<file path="config.mk">
export PLATFORM = sky130hd
export DESIGN_NAME = osc_bank
export DESIGN_NICKNAME = d
export VERILOG_FILES = /design/src/rtl/osc_bank.sv
export SDC_FILE = /design/constraint.sdc
export NUM_CORES = 1
export LEC_CHECK = 0
export ABC_AREA = 1
export BUFFER_PORTS_ARGS = -buffer_cell sky130_fd_sc_hd__buf_2
export CAP_MARGIN = 20
export CELL_PAD_IN_SITES_DETAIL_PLACEMENT = 1
export CELL_PAD_IN_SITES_GLOBAL_PLACEMENT = 2
export CORE_ASPECT_RATIO = 1.5
export CORE_MARGIN = 10
export CORE_UTILIZATION = 33
export DETAILED_ROUTE_END_ITERATION = 12
export HOLD_SLACK_MARGIN = 0.15
export PLACE_DENSITY_LB_ADDON = 0.15
export SYNTH_ARGS = -nofsm -noshare
export SYNTH_HDL_FRONTEND = slang
export SYNTH_SLANG_ARGS = --single-unit
</file>
<file path="constraint.sdc">
create_clock -name clk -period 7.5 [get_ports clk]
set_input_delay 0 -clock clk [delete_from_list [all_inputs] [get_ports clk]]
set_output_delay 0 -clock clk [all_outputs]
set_load 0.05 [all_outputs]
</file>
<file path="src/rtl/osc_bank.sv">
`default_nettype none
// ============================================================================
// osc_bank : multi-channel programmable clock/strobe generator
// Rev 1.0
// ============================================================================
module osc_bank #(
   parameter int CHANNELS = 4,
   parameter int CNT_W    = 16
) (
   input  logic                clk,
   input  logic                rst,
   input  logic [CHANNELS-1:0] enable,
   input  logic                sync_start,
   input  logic                cfg_wr,
   input  logic [3:0]          cfg_ch,
   input  logic [CNT_W-1:0]    cfg_period,
   input  logic [CNT_W-1:0]    cfg_phase,
   output logic [CHANNELS-1:0] clk_out,
   output logic [CHANNELS-1:0] tick,
   output logic [CHANNELS-1:0] busy
);

   typedef enum logic [1:0] {
      ST_OFF   = 2'd0,
      ST_PHASE = 2'd1,
      ST_LOW   = 2'd2,
      ST_HIGH  = 2'd3
   } state_t;

   localparam logic [CNT_W-1:0] c_min_period = CNT_W'(2);
   localparam logic [CNT_W-1:0] c_one        = CNT_W'(1);
   localparam logic [CNT_W-1:0] c_zero       = '0;

   logic [CNT_W-1:0] w_wr_period;
   assign w_wr_period = (cfg_period < c_min_period) ? c_min_period : cfg_period;

   for (genvar g = 0; g < CHANNELS; g++) begin : g_ch
      state_t           state_q, state_d;
      logic [CNT_W-1:0] cnt_q, cnt_d;
      logic [CNT_W-1:0] sh_p_q, sh_p_d;
      logic [CNT_W-1:0] sh_d_q, sh_d_d;
      logic [CNT_W-1:0] act_p_q, act_p_d;
      logic [CNT_W-1:0] w_sh_h, w_sh_l, w_act_h, w_act_l;
      logic             w_wr_sel, w_restart;
      logic             clk_out_q, tick_q, busy_q;

      assign w_wr_sel = cfg_wr && (cfg_ch == 4'(g));
      assign w_sh_h   = sh_p_q >> 1;
      assign w_sh_l   = sh_p_q - w_sh_h;
      assign w_act_h  = act_p_q >> 1;
      assign w_act_l  = act_p_q - w_act_h;

      // The active phase is only consumed at (re)start, and every start reads
      // it straight from the shadow set, so only the active period is stored.
      always_comb begin
         sh_p_d    = sh_p_q;
         sh_d_d    = sh_d_q;
         state_d   = state_q;
         cnt_d     = cnt_q;
         act_p_d   = act_p_q;
         w_restart = 1'b0;

         if (w_wr_sel) begin
            sh_p_d = w_wr_period;
            sh_d_d = cfg_phase;
         end

         if (enable[g] && sync_start) begin
            w_restart = 1'b1;
         end else begin
            case (state_q)
               ST_OFF: begin
                  act_p_d = sh_p_q;
                  if (enable[g]) w_restart = 1'b1;
               end
               ST_PHASE: begin
                  if (!enable[g]) begin
                     state_d = ST_OFF;
                  end else if (cnt_q == c_zero) begin
                     state_d = ST_LOW;
                     cnt_d   = w_act_l - c_one;
                  end else begin
                     cnt_d = cnt_q - c_one;
                  end
               end
               ST_LOW: begin
                  if (!enable[g]) begin
                     state_d = ST_OFF;
                  end else if (cnt_q == c_zero) begin
                     state_d = ST_HIGH;
                     cnt_d   = w_act_h - c_one;
                  end else begin
                     cnt_d = cnt_q - c_one;
                  end
               end
               default: begin
                  // High time always completes; only its end is a boundary.
                  if (cnt_q == c_zero) begin
                     act_p_d = sh_p_q;
                     if (enable[g]) begin
                        state_d = ST_LOW;
                        cnt_d   = w_sh_l - c_one;
                     end else begin
                        state_d = ST_OFF;
                     end
                  end else begin
                     cnt_d = cnt_q - c_one;
                  end
               end
            endcase
         end

         if (w_restart) begin
            act_p_d = sh_p_q;
            if (sh_d_q == c_zero) begin
               state_d = ST_LOW;
               cnt_d   = w_sh_l - c_one;
            end else begin
               state_d = ST_PHASE;
               cnt_d   = sh_d_q - c_one;
            end
         end
      end

      always_ff @(posedge clk or posedge rst) begin
         if (rst) begin
            state_q   <= ST_OFF;
            cnt_q     <= '0;
            sh_p_q    <= c_min_period;
            sh_d_q    <= '0;
            act_p_q   <= c_min_period;
            clk_out_q <= 1'b0;
            tick_q    <= 1'b0;
            busy_q    <= 1'b0;
         end else begin
            state_q   <= state_d;
            cnt_q     <= cnt_d;
            sh_p_q    <= sh_p_d;
            sh_d_q    <= sh_d_d;
            act_p_q   <= act_p_d;
            clk_out_q <= (state_d == ST_HIGH);
            tick_q    <= (state_d == ST_HIGH) && (state_q != ST_HIGH);
            busy_q    <= (state_d != ST_OFF);
         end
      end

      assign clk_out[g] = clk_out_q;
      assign tick[g]    = tick_q;
      assign busy[g]    = busy_q;
   end

endmodule
`default_nettype wire

</file>
# After elaboration in Yosys (flattened, before gate mapping)
# Cells that the tools add are included.
# totals
out_inout_bits	12
input_bits	44
wordCells	258
reg_bits	276
# classes
muxes	109
reduce_logical	45
n_addsub	28
n_eq_ne	43
order_cmp	1
# ops
cell	n
16-bit two-way mux	49
16-bit by 1-bit subtractor with 16-bit output, second input constant	16
16-bit one-hot mux with 3 select lines	4
16-bit zero test	8
16-bit one-hot mux with 2 select lines	4
16-bit by 15-bit subtractor with 16-bit output	8
2-bit two-way mux	36
15-bit by 1-bit subtractor with 16-bit output, second input constant	4
3-bit != test, second input constant	12
2-bit != test, second input constant	12
2-bit one-hot mux with 3 select lines	4
5-bit AND reduction	4
2-bit equality test, second input constant	8
16-bit by 2-bit < comparator with 1-bit output, second input constant	1
1-bit logical AND	12
1-bit two-way mux	12
3-bit AND reduction	4
3-bit nonzero test	4
2-bit by 1-bit equality test with 1-bit output, second input constant	4
4-bit by 2-bit equality test with 1-bit output, second input constant	2
2-bit zero test	4
2-bit by 1-bit != test with 1-bit output, second input constant	4
2-bit nonzero test	4
2-bit OR reduction	4
other kinds (2)	2

# Depth between registers and ports, before layout
# depth
ltp_word	8
mapped_depth	19
mapped_depth_nobuf	19

# Least setup slack after synthesis
# OpenSTA, ideal clock, no wires.
# synth_timing
kind	reg-to-reg
start	register g_ch[2].act_p_q[1]
end	register g_ch[2].cnt_q[14]
required_ns	7.384
path_buffers	0
path_stages_with_launch	16
t_arrival_ns	2.026
synth_period_minus_slack_ns	2.143
setup_slack_ns	5.357
setup_time_ns	0.116
cell_sequence	dfstp_2 -> inv_1 -> ha_1 -> fa_1 -> nand2_1 -> nand2_1 -> o21ai_0 -> o21bai_1 -> nand2_1 -> nand3_1 -> nand2_1 -> o21ai_0 -> nand2_1 -> nand2_1 -> nand2_1 -> nand2_1
# synth_via
elab_chain_cells	7
elab_cells_between_ends	10
cone_classes	3 x add/sub; 7 x mux
# synth_lines
item	line_no	rtl
start, declared	42	logic [CNT_W-1:0] act_p_q, act_p_d;
start signal, assigned	131	act_p_q <= c_min_period;
start signal, assigned	140	act_p_q <= act_p_d;
16-bit by 15-bit subtractor with 16-bit output	51	assign w_act_l = act_p_q - w_act_h;
16-bit by 1-bit subtractor with 16-bit output	81	cnt_d = w_act_l - c_one;
16-bit two-way mux	79	end else if (cnt_q == c_zero) begin
16-bit two-way mux	77	if (!enable[g]) begin
16-bit one-hot mux with 3 select lines (*)	71	case (state_q)
16-bit two-way mux (*)	68	if (enable[g] && sync_start) begin
16-bit two-way mux (*)	113	if (w_restart) begin
end signal, assigned	137	cnt_q <= cnt_d;
end, declared	39	logic [CNT_W-1:0] cnt_q, cnt_d;
# Every way passes the cells marked *; elsewhere a longest branch is shown, timed or not. The select of a mux whose other input is x is not followed.
# A chain may end at the register's enable or synchronous reset.

# Final worst setup path
# layout_timing
start	register g_ch[3].state_q[0]
end	register g_ch[3].cnt_q[8]
# layout_via
elab_chain_cells	5
elab_cells_between_ends	14
cone_classes	7 x eq/ne; 5 x mux; 2 x reduce/logical
# layout_lines
item	line_no	rtl
start, declared	38	state_t state_q, state_d;
start signal, assigned	136	state_q <= state_d;
2-bit zero test	71	
1-bit two-way mux	71	
1-bit two-way mux	68	
3-bit != test (no line) or 2-bit != test (tied branches)	n/a	
5-bit AND reduction (no line)	n/a	
end signal, assigned	137	
end, declared	39	
# Several ways; a longest one is shown, not always the timed one. The select of a mux whose other input is x is not followed.

==> results by group <==
Yosys
  • Post-Synth Simple-Gate Area: 0.3164
  • Synth top area cells: dfrtp_1, nand2_1, ha_1, inv_1, o21ai_0
  • #FFs+latches synth: 276
  • Post-synth top area cell: dfrtp_1
  • Mapped cell area: 25150 µm²
  • Synth Area in Compound Gates: 0.1568
  • Post-synth top flop: dfrtp_1
  • Ys async rst share: 1.000
  • Synth unique cells: between 50 and 60
  • EDFF count, synth: 0
  • Post-Synth Adder-Cell Area: 0.1118
  • Post-synthesis sequential area ratio: 0.2750
  • Synth Instances: 3775
  • Mux contribution to synthesized area: 0.001791
  • Largest family of logic cells by synthesized area: simple AND/OR/NAND/NOR gates
  • Post-synthesis xor/xnor area fraction: 0.04004
  • Synth top area share: 0.2666
  • YS warnings: 0
  • Syn Area/Cell: 6.663 µm²
  • Mapped Nets: 4039

STA
  • Final Hold Fails: 0
  • Final min period: between 2 and 3 ns
  • Minimum hold slack: between 0.15 and 0.2 ns
  • Actual slew at the worst max-slew pin: between 1 and 1.5 ns
  • Endpoints failing setup: 0
  • Relative slew slack: 0.2846
  • F_max: around 370 MHz
  • RSZ-0062 raised after global routing: no
  • Worst Clk Skew: 0.02652 ns
  • Setup TNS: 0 ns
  • Slew Limit Fails: 0
  • Slack of the critical path: around 4.8 ns
  • Fin crit share: 0.3642

Global routing
  • Vias in the first global route: about 27000
  • GRT Overall Usage: 0.2224
  • Largest net degree at the start of global routing: between 150 and 200
  • First-pass GRT wire length: 153700 µm
  • GRT overflow: 0
  • Initial antenna violation count: 0

Floorplan
  • Initial core utilization: 0.3342
  • Die area: 87890 µm²
  • Row count: between 100 and 150
  • Chip width: 245.4 µm
  • Chip height: 358.1 µm
  • Core area: ~75000 µm²
  • Number of I/O pins: 56

Final layout
  • Area grow syn2layout: 11.24%
  • Final core utilization: 0.3718
  • Total Nets Final: between 4000 and 5000
  • Final instance area: between 20000 and 30000 µm²
  • Layout cells sized above 1: 0.07812
  • Final cell count without fillers: a little under 5000
  • Filler instances: slightly below 10000
  • Diode count: 0
  • Most common cell after layout, fill and taps aside: nand2_1
  • Commonest non-fill, non-tap cells in the layout: nand2_1, inv_1, nor2_1, o21ai_0, nand3_1

Power
  • Pwr dens: between 400 and 500 nW/µm²
  • PnR Total Power: roughly 12 mW
  • Lkg Pwr: 13.89 nW
  • Max VDD drop: 166.4 µV

Detailed routing
  • Routed length per instance: roughly 20 µm
  • Post-route ant nets: 0
  • DRT Pass-1 Iters: 5
  • DR vias: approximately 25000
  • DRT iter0 DRCs: a little under 1000
  • Routed wire length: 97720 µm
  • Residual DRC: 0
  • Via density: roughly 5

Setup path
  • Worst r2r path cells: 11
  • CP max stage delay: between 0.5 and 0.6 ns
  • Req. time, crit path: 7.92 ns
  • Stages on worst setup path: 11
  • Startpoint Class: flip-flop
  • Worst-path cell chain: inv_1 > ha_1 > inv_1 > a21oi_4 > o21ai_0 > inv_1 > nand2_2 > inv_2 > o21ai_0 > nor2_1 > a22oi_1
  • CP endpoint kind: flip-flop
  • Critical path class: reg2reg
  • CP top delay family: compound AO/OA/AOI/OAI gates
  • Worst-path fanout max: 22
  • Buf/Inv on CP: 4
  • Critical R2R Launch: g_ch[3].state_q[0]$_DFF_PP0_
  • Worst setup path start: g_ch[3].state_q[0]$_DFF_PP0_
  • Most frequent CP cell: inv_1
  • CP arrival: approximately 3.2 ns
  • Critical path's slowest cell: a21oi_4

Clocking
  • Clock Path Buffers: 3
  • Clock Pin Slew Worst Setup and Hold Paths: about 0.06 ns
  • CTS tree: yes
  • Total setup buffers inserted after CTS: 0
  • Latest clock arrival within the worst-skew pair: around 0.58 ns
  • H-tree depth: 2
  • Clk sinks: 276
  • TritonCTS Buffers: 34
  • Root buffer cell: clkbuf_16

Placed design
  • Placed cell area: 26440 µm²
  • HPWL Detailed: slightly below 80000 µm
  • Post-placement cell count: between 4000 and 5000
  • PortBufs: 55
  • DP Worst Slack: about 4.8 ns
  • Final RePlAce weighted congestion: ~0.86

Worst hold path
  • Hold Path Class: in2async

Status
  • Outcome: finished, final reports clean

Run
  • Number of max-cap violations: 0
## cell families (layout without fill, tap and decap cells)
| group | count (synthesis) | count (layout) |
|---|---|---|
| buffers and inverters | 621 | 712 |
| XOR/XNOR | 115 | 115 |
| adder cells (fa/ha/maj) | 220 | 220 |
| AO/OA/AOI/OAI | 720 | 720 |
| flip-flops | 276 | 276 |
| AND/OR/NAND/NOR | 1819 | 1819 |
| multiplexers | 4 | 4 |
## worst register-to-register path, delay by kind of cell (launching register included)
family | cells | cell delay, ns
DFF | 1 | 0.41
adders and majority gates | 1 | 0.17
and+or+nand+nor | 2 | 0.40
buffers and inverters | 4 | 0.64
AOI/OAI and AO/OA | 4 | 0.99
## area by class of cell
| type | instances | area, µm² | share of cell area |
|---|---|---|---|
| multi-input cells | 2878 | 15810 | 0.5649 |
| flip-flops and latches | 276 | 6917 | 0.2472 |
| inverters | 544 | 2053 | 0.07338 |
| well taps | 1000 | 1251 | 0.04472 |
| clock buffers | 45 | 973.4 | 0.03479 |
| repair buffers | 108 | 813.3 | 0.02907 |
| clock inverters | 15 | 167.7 | 0.005992 |
## layer usage
metal | GRT usage | share of wire
met1 | 0.2456 | 0.41
met2 | 0.4322 | 0.54
met4 | 0.08237 | 0.038
met5 | 0 | 0
met3 | 0.01742 | 0.017
## path summary, 6_finish.rpt
kind / endpoint / slack [ns]
setup / recovery: g_ch[3].cnt_q[8]$_DFFE_PP0P_ / 4.77
hold / removal: g_ch[0].sh_p_q[9]$_DFFE_PP0P_ / 0.17
setup reg to reg: g_ch[3].cnt_q[8]$_DFFE_PP0P_ / 4.77
min in group clk: g_ch[0].sh_p_q[1]$_DFFE_PP1P_ / 0.18
max in group asynchronous: g_ch[3].sh_d_q[11]$_DFFE_PP0P_ / 5.69
hold reg to reg: g_ch[2].act_p_q[0]$_DFFE_PP0P_ / 0.51
## sequential cells by signal, indices dropped and copies added, names as in the netlist
| name | flops |
|---|---|
| g_ch.act_p_q | 64 |
| g_ch.tick_q | 4 |
| g_ch.sh_p_q | 64 |
| g_ch.cnt_q | 64 |
| g_ch.busy_q | 4 |
| g_ch.state_q | 8 |
| g_ch.clk_out_q | 4 |
| g_ch.sh_d_q | 64 |
## Yosys cell counts, types with 32 or more instances
library cell and number:
a21oi_1 241, clkbuf_1 32, dfrtp_1 268, ha_1 212, inv_1 503, inv_2 33, nand2_1 1009, nand3_1 275
nand4_1 42, nor2_1 327, nor2_2 34, nor3_1 33, o21ai_0 313, o21ai_1 43, xor2_1 87
## what timing repair did
action | in CTS | in global routing
gates resized for setup | 0 | 0
hold buffers | 40 | 0
hold endpoints to repair | 324 | 0
## power by group
group | internal, mW | leakage, nW | switching, mW
sequential | 2.03 | 3.33 | 0.621
clock | 1.02 | 0.555 | 0.749
combinational | 2.49 | 10.0 | 5.31
No activity file was read; power rests on OpenSTA's default activity.
